### src/rtl/seg7_pkg.sv
// Shared constants for the seven-segment scan display.
//   NUM_DIGITS : number of multiplexed digits on the board
//   DIG_W      : width of the digit index
//   SEG_OFF    : active-low "all segments off" pattern
//   HEX_SEG    : hex nibble to active-low {a,b,c,d,e,f,g} segment table
package seg7_pkg;

  localparam int unsigned NUM_DIGITS = 8;
  localparam int unsigned DIG_W      = 3;
  localparam logic [6:0]  SEG_OFF    = 7'h7F;

  localparam logic [6:0] HEX_SEG [16] = '{
    7'h01, 7'h4F, 7'h12, 7'h06, 7'h4C, 7'h24, 7'h20, 7'h0F,
    7'h00, 7'h04, 7'h08, 7'h60, 7'h31, 7'h42, 7'h30, 7'h38
  };

endpackage

### src/rtl/hex_to_seg7.sv
// Combinational hex nibble to active-low seven-segment decoder.
//   nibble : 4-bit hex value
//   seg    : segments {a,b,c,d,e,f,g}, active-low
module hex_to_seg7
  import seg7_pkg::*;
(
  input  logic [3:0] nibble,
  output logic [6:0] seg
);

  always_comb begin
    seg = HEX_SEG[nibble];
  end

endmodule

### src/rtl/seg7_scan_display.sv
// Eight-digit multiplexed seven-segment driver. Latches a 32-bit word and
// scans its hex digits onto shared segment/anode pins, with optional
// leading-zero blanking and a global blank control.
//   Clk      : system clock
//   Rst      : synchronous active-high reset
//   DataIn   : word to display, nibble i on digit i (digit 0 rightmost)
//   Load     : capture DataIn into the display register
//   Blank    : turn all digits off while scanning continues
//   out7     : segments {a,b,c,d,e,f,g}, active-low, registered
//   en_out   : digit anodes, active-low, registered
//   ScanTick : one-cycle pulse when the digit index advances
module seg7_scan_display
  import seg7_pkg::*;
#(
  parameter int unsigned REFRESH_DIV = 100000,
  parameter int unsigned CNT_W       = 17,
  parameter int unsigned BLANK_LZ    = 1
) (
  input  logic        Clk,
  input  logic        Rst,
  input  logic [31:0] DataIn,
  input  logic        Load,
  input  logic        Blank,
  output logic [6:0]  out7,
  output logic [7:0]  en_out,
  output logic        ScanTick
);

  logic [31:0]           data_reg;
  logic [CNT_W-1:0]      cnt;
  logic [DIG_W-1:0]      dig;
  logic                  terminal;
  logic [3:0]            nibble;
  logic [6:0]            seg_dec;
  logic [NUM_DIGITS-1:0] lz_mask;
  logic                  digit_on;

  assign terminal = (cnt == CNT_W'(REFRESH_DIV - 1));

  // Digit i (i > 0) is a leading zero when every nibble from i upward is 0.
  always_comb begin
    lz_mask = '0;
    for (int unsigned i = 1; i < NUM_DIGITS; i++) begin
      lz_mask[i] = ((data_reg >> (4 * i)) == '0);
    end
  end

  always_comb begin
    nibble   = data_reg[{dig, 2'b00} +: 4];
    digit_on = !Blank && !((BLANK_LZ != 0) && lz_mask[dig]);
  end

  hex_to_seg7 u_dec (
    .nibble (nibble),
    .seg    (seg_dec)
  );

  always_ff @(posedge Clk) begin
    if (Rst) begin
      data_reg <= '0;
    end else if (Load) begin
      data_reg <= DataIn;
    end
  end

  always_ff @(posedge Clk) begin
    if (Rst) begin
      cnt      <= '0;
      dig      <= '0;
      ScanTick <= 1'b0;
    end else if (terminal) begin
      cnt      <= '0;
      dig      <= dig + DIG_W'(1);
      ScanTick <= 1'b1;
    end else begin
      cnt      <= cnt + CNT_W'(1);
      ScanTick <= 1'b0;
    end
  end

  // Outputs are decoded from the pre-edge digit index and data register, so a
  // Load coinciding with a digit advance never mixes old and new nibbles.
  always_ff @(posedge Clk) begin
    if (Rst) begin
      out7   <= SEG_OFF;
      en_out <= '1;
    end else if (digit_on) begin
      out7   <= seg_dec;
      en_out <= ~(NUM_DIGITS'(1) << dig);
    end else begin
      out7   <= SEG_OFF;
      en_out <= '1;
    end
  end

endmodule

### config.mk
export PLATFORM = sky130hd
export DESIGN_NAME = seg7_scan_display
export DESIGN_NICKNAME = d
export VERILOG_FILES = /design/src/rtl/seg7_pkg.sv /design/src/rtl/hex_to_seg7.sv /design/src/rtl/seg7_scan_display.sv
export SDC_FILE = /design/constraint.sdc
export NUM_CORES = 1
export LEC_CHECK = 0
export CORE_ASPECT_RATIO = 1.2
export CORE_UTILIZATION = 57
export DETAILED_ROUTE_END_ITERATION = 10
export MAX_ROUTING_LAYER = met4
export PLACE_DENSITY_LB_ADDON = 0.3
export SYNTH_ARGS = -nofsm -noshare
export SYNTH_HDL_FRONTEND = slang
export SYNTH_SLANG_ARGS = --single-unit
### constraint.sdc
create_clock -name Clk -period 4.65 [get_ports Clk]
set_clock_uncertainty 0.05 [all_clocks]
set_input_delay 1.1625 -clock Clk [delete_from_list [all_inputs] [get_ports Clk]]
set_output_delay 1.1625 -clock Clk [all_outputs]
set_load 0.03 [all_outputs]
==> results.sh <==
export IMPL_antenna_found_initial=0
export IMPL_postSynthCellCount=301
export IMPL_drt_iter0_markers=105
export IMPL_period_minus_slack_ps=2740
export IMPL_synth_xor_area_share=0.0453
export IMPL_total_power_w=0.00119
export IMPL_grt_start_max_net_pins=39
export IMPL_tns_ps=0
export IMPL_synth_compound_area_frac=0.0441
export IMPL_synthMuxAreaShare=0.211
export IMPL_preCtsSetupSlack_ps=1540
export IMPL_cts_sinks=68
export IMPL_core_area_um2=5260
export IMPL_synth_top_family_by_area="multiplexers"
export IMPL_dp_hpwl_mm=4.14
export IMPL_hold_buffers=0
export IMPL_synth_edf_count=0
export IMPL_grt_pass1_vias=2143
export IMPL_peakVddDrop_mv=0.249
export IMPL_hold_worst_slack_ps=399
export IMPL_diodes=0
export IMPL_fin_area_um2=3770
export IMPL_areaGrowthSynthToFinish_pct=21.8
export IMPL_r2r_start="dig[0]$_SDFFE_PP0P_"
export IMPL_r2r_end="out7[3]$_SDFF_PP1_"
export IMPL_dieArea_um2=5730
export IMPL_die_w_um=69.3
export IMPL_hold_depth=1
export IMPL_fin_ws_ps=1910
export IMPL_clkTransAtPathRegs_ps=70
export IMPL_drv_slew=0
export IMPL_status="complete, no violations"
export IMPL_regArea_um2=1360
export IMPL_clock_path_buffers=2
export IMPL_setup_viol=0
export IMPL_root_buffer="clkbuf_8"
export IMPL_rows=29
export IMPL_cts_tree="done"
export IMPL_ant_nets=0
export IMPL_rsz0062_at_grt="false"
export IMPL_min_to="cnt[0]$_SDFF_PP0_"
export IMPL_cts_buffers=9
export IMPL_die_y_um=82.7
export IMPL_hp_class="reg2reg"
export IMPL_layout_common_cells="dfxtp_1 (68), nor2_1 (59), clkdlybuf4s50_1 (50)"
export IMPL_p_per_area_nw_per_um2=315
export IMPL_via_per_inst=5.56
export IMPL_syn_cell_area_um2=3090
export IMPL_multiInputGateArea_um2=1610
export IMPL_wl_per_cell_um=14.0
export IMPL_largest_reg_flops=32
export IMPL_first_pass_iters=4
export IMPL_cts_setup_buffers=0
export IMPL_syn_avg_cell_area_um2=10.3
export IMPL_drv_cap=0
export IMPL_final_common_cell="dfxtp_1"
export IMPL_synthArstFlopShare=0
export IMPL_final_nets=398
export IMPL_remaining_drc_errors=0
export IMPL_synthSimpleGateAreaFrac=0.166
export IMPL_hold_start="cnt[0]$_SDFF_PP0_"
export IMPL_grt_pass1_wl_mm=9.83
export IMPL_cts_resized=0
export IMPL_nFillCells=399
export IMPL_synth_adder_area_share=0.0526
export IMPL_vias=2308
export IMPL_initial_utilization=0.588
export IMPL_placed_area_um2=3590
export IMPL_gp_congestion=0.821
export IMPL_post_route_period_util=0.590
export IMPL_crit_required_ps=4780
export IMPL_synthDistinctLibCells=40
export IMPL_htreeDepth=3
export IMPL_drive_gt1_frac=0.0793
export IMPL_finalHoldViolations=0
export IMPL_r2r_slack_ps=1970
export IMPL_worstMarginPinSlew_ps=945
export IMPL_routed_wl_mm=5.81
export IMPL_synth_fp_nets=350
export IMPL_cp_arrival_ps=2870
export IMPL_start_kind="input pin"
export IMPL_yosysSeqAreaShare=0.440
export IMPL_grt_usage=0.229
export IMPL_power_leakage_nw=1.51
export IMPL_io_pins=52
export IMPL_slew_limit_headroom=0.370
export IMPL_synthesis_yosys_warnings=0
export IMPL_io_buffers=51
export IMPL_worstSetupEndpointType="flop"
export IMPL_fmax_mhz=365
export IMPL_ff2ff_path_depth=9
export IMPL_critical_path_class="in2reg"
export IMPL_clk_latency_ps=350
export IMPL_synth_seq_cells=68
export IMPL_synth_top_flop_cell="dfxtp_1"
export IMPL_cp_max_fo=38
export IMPL_overflow=0
-- synthesized netlist by cell type (2+ instances only) --
| cell type | instances | area, um^2 |
|---|---|---|
| buf_1 | 7 | 26.3 |
| o221ai_1 | 2 | 17.5 |
| mux2_2 | 2 | 22.5 |
| mux2i_1 | 35 | 350 |
| nand2_1 | 15 | 56.3 |
| dfxtp_1 | 68 | 1360 |
| inv_1 | 9 | 33.8 |
| o21ai_1 | 2 | 10.0 |
| xnor2_1 | 8 | 70.1 |
| mux2_4 | 2 | 30.0 |
| a211oi_1 | 3 | 22.5 |
| nand3_1 | 16 | 80.1 |
| ha_1 | 13 | 163 |
| nor4_1 | 8 | 50.1 |
| mux2i_4 | 2 | 45.0 |
| buf_6 | 4 | 45.0 |
| a21oi_1 | 4 | 20.0 |
| or4_1 | 2 | 15.0 |
| o21ai_0 | 3 | 15.0 |
| nand2b_1 | 2 | 12.5 |
| nor2_1 | 59 | 221 |
| xor2_1 | 8 | 70.1 |
| mux4_1 | 7 | 184 |
| nand4_1 | 2 | 12.5 |
| clkbuf_1 | 2 | 7.51 |
| o211ai_1 | 2 | 15.0 |
-- how the worst max path moves through the flow --
stage | start | to | slack [ps]
after CTS | Rst | out7[1]$_SDFF_PP1_ | 1900
final | Rst | out7[1]$_SDFF_PP1_ | 1910
after global routing | Rst | out7[1]$_SDFF_PP1_ | 1680
after floorplan | Load | data_reg[1]$_SDFFE_PP0P_ | 2380
after global placement | Rst | out7[1]$_SDFF_PP1_ | 1580
after detailed placement | Rst | out7[1]$_SDFF_PP1_ | 1540
-- final cells by class --
type / count / share of cell area
timing repair buffer: 52 / 0.136
sequential: 68 / 0.361
clock inverter: 4 / 0.00664
multi-input combinational: 209 / 0.426
tap: 62 / 0.0206
clock buffer: 11 / 0.0402
inverter: 9 / 0.00896
-- cell families (layout without fill, tap and decap cells) --
group	after synthesis	after routing
multiplexers	49	49
XOR/XNOR	16	16
buffers and inverters	24	76
AO/OA/AOI/OAI	19	19
adder cells (fa/ha/maj)	13	13
AND/OR/NAND/NOR	112	112
flip-flops	68	68
-- report_power, final --
part	switching [W]	total [W]	internal (W)
Combinational	0.0000640	0.000137	0.0000730
Clock	0.000213	0.000430	0.000217
Sequential	0.0000152	0.000621	0.000606
Total	0.000292	0.00119	0.000896
-- metrics by stage --
stage | utilization | instances
2_1_floorplan | - | 301
3_3_place_gp | 0.683 | 400
3_5_place_dp | 0.683 | 400
4_1_cts | 0.717 | 415
5_1_grt | 0.717 | 415
6_report | 0.717 | 415
-- layer usage --
| metal | track usage | wire length, um | vias to the layer above |
|---|---|---|---|
| met1 | 0.238 | 2380 | 1080 |
| li1 | - | - | 1146 |
| met2 | 0.392 | 3010 | 64 |
| met5 | - | 0 | - |
| met4 | 0.131 | 195 | 0 |
| met3 | 0.0704 | 231 | 18 |
-- worst max-delay path, cell delays in order --
cell             delay (ps)
clkdlybuf4s50_1         390
buf_4                   250
a311oi_2                800
o221ai_1                250
Power figures use the tool's default switching activity.
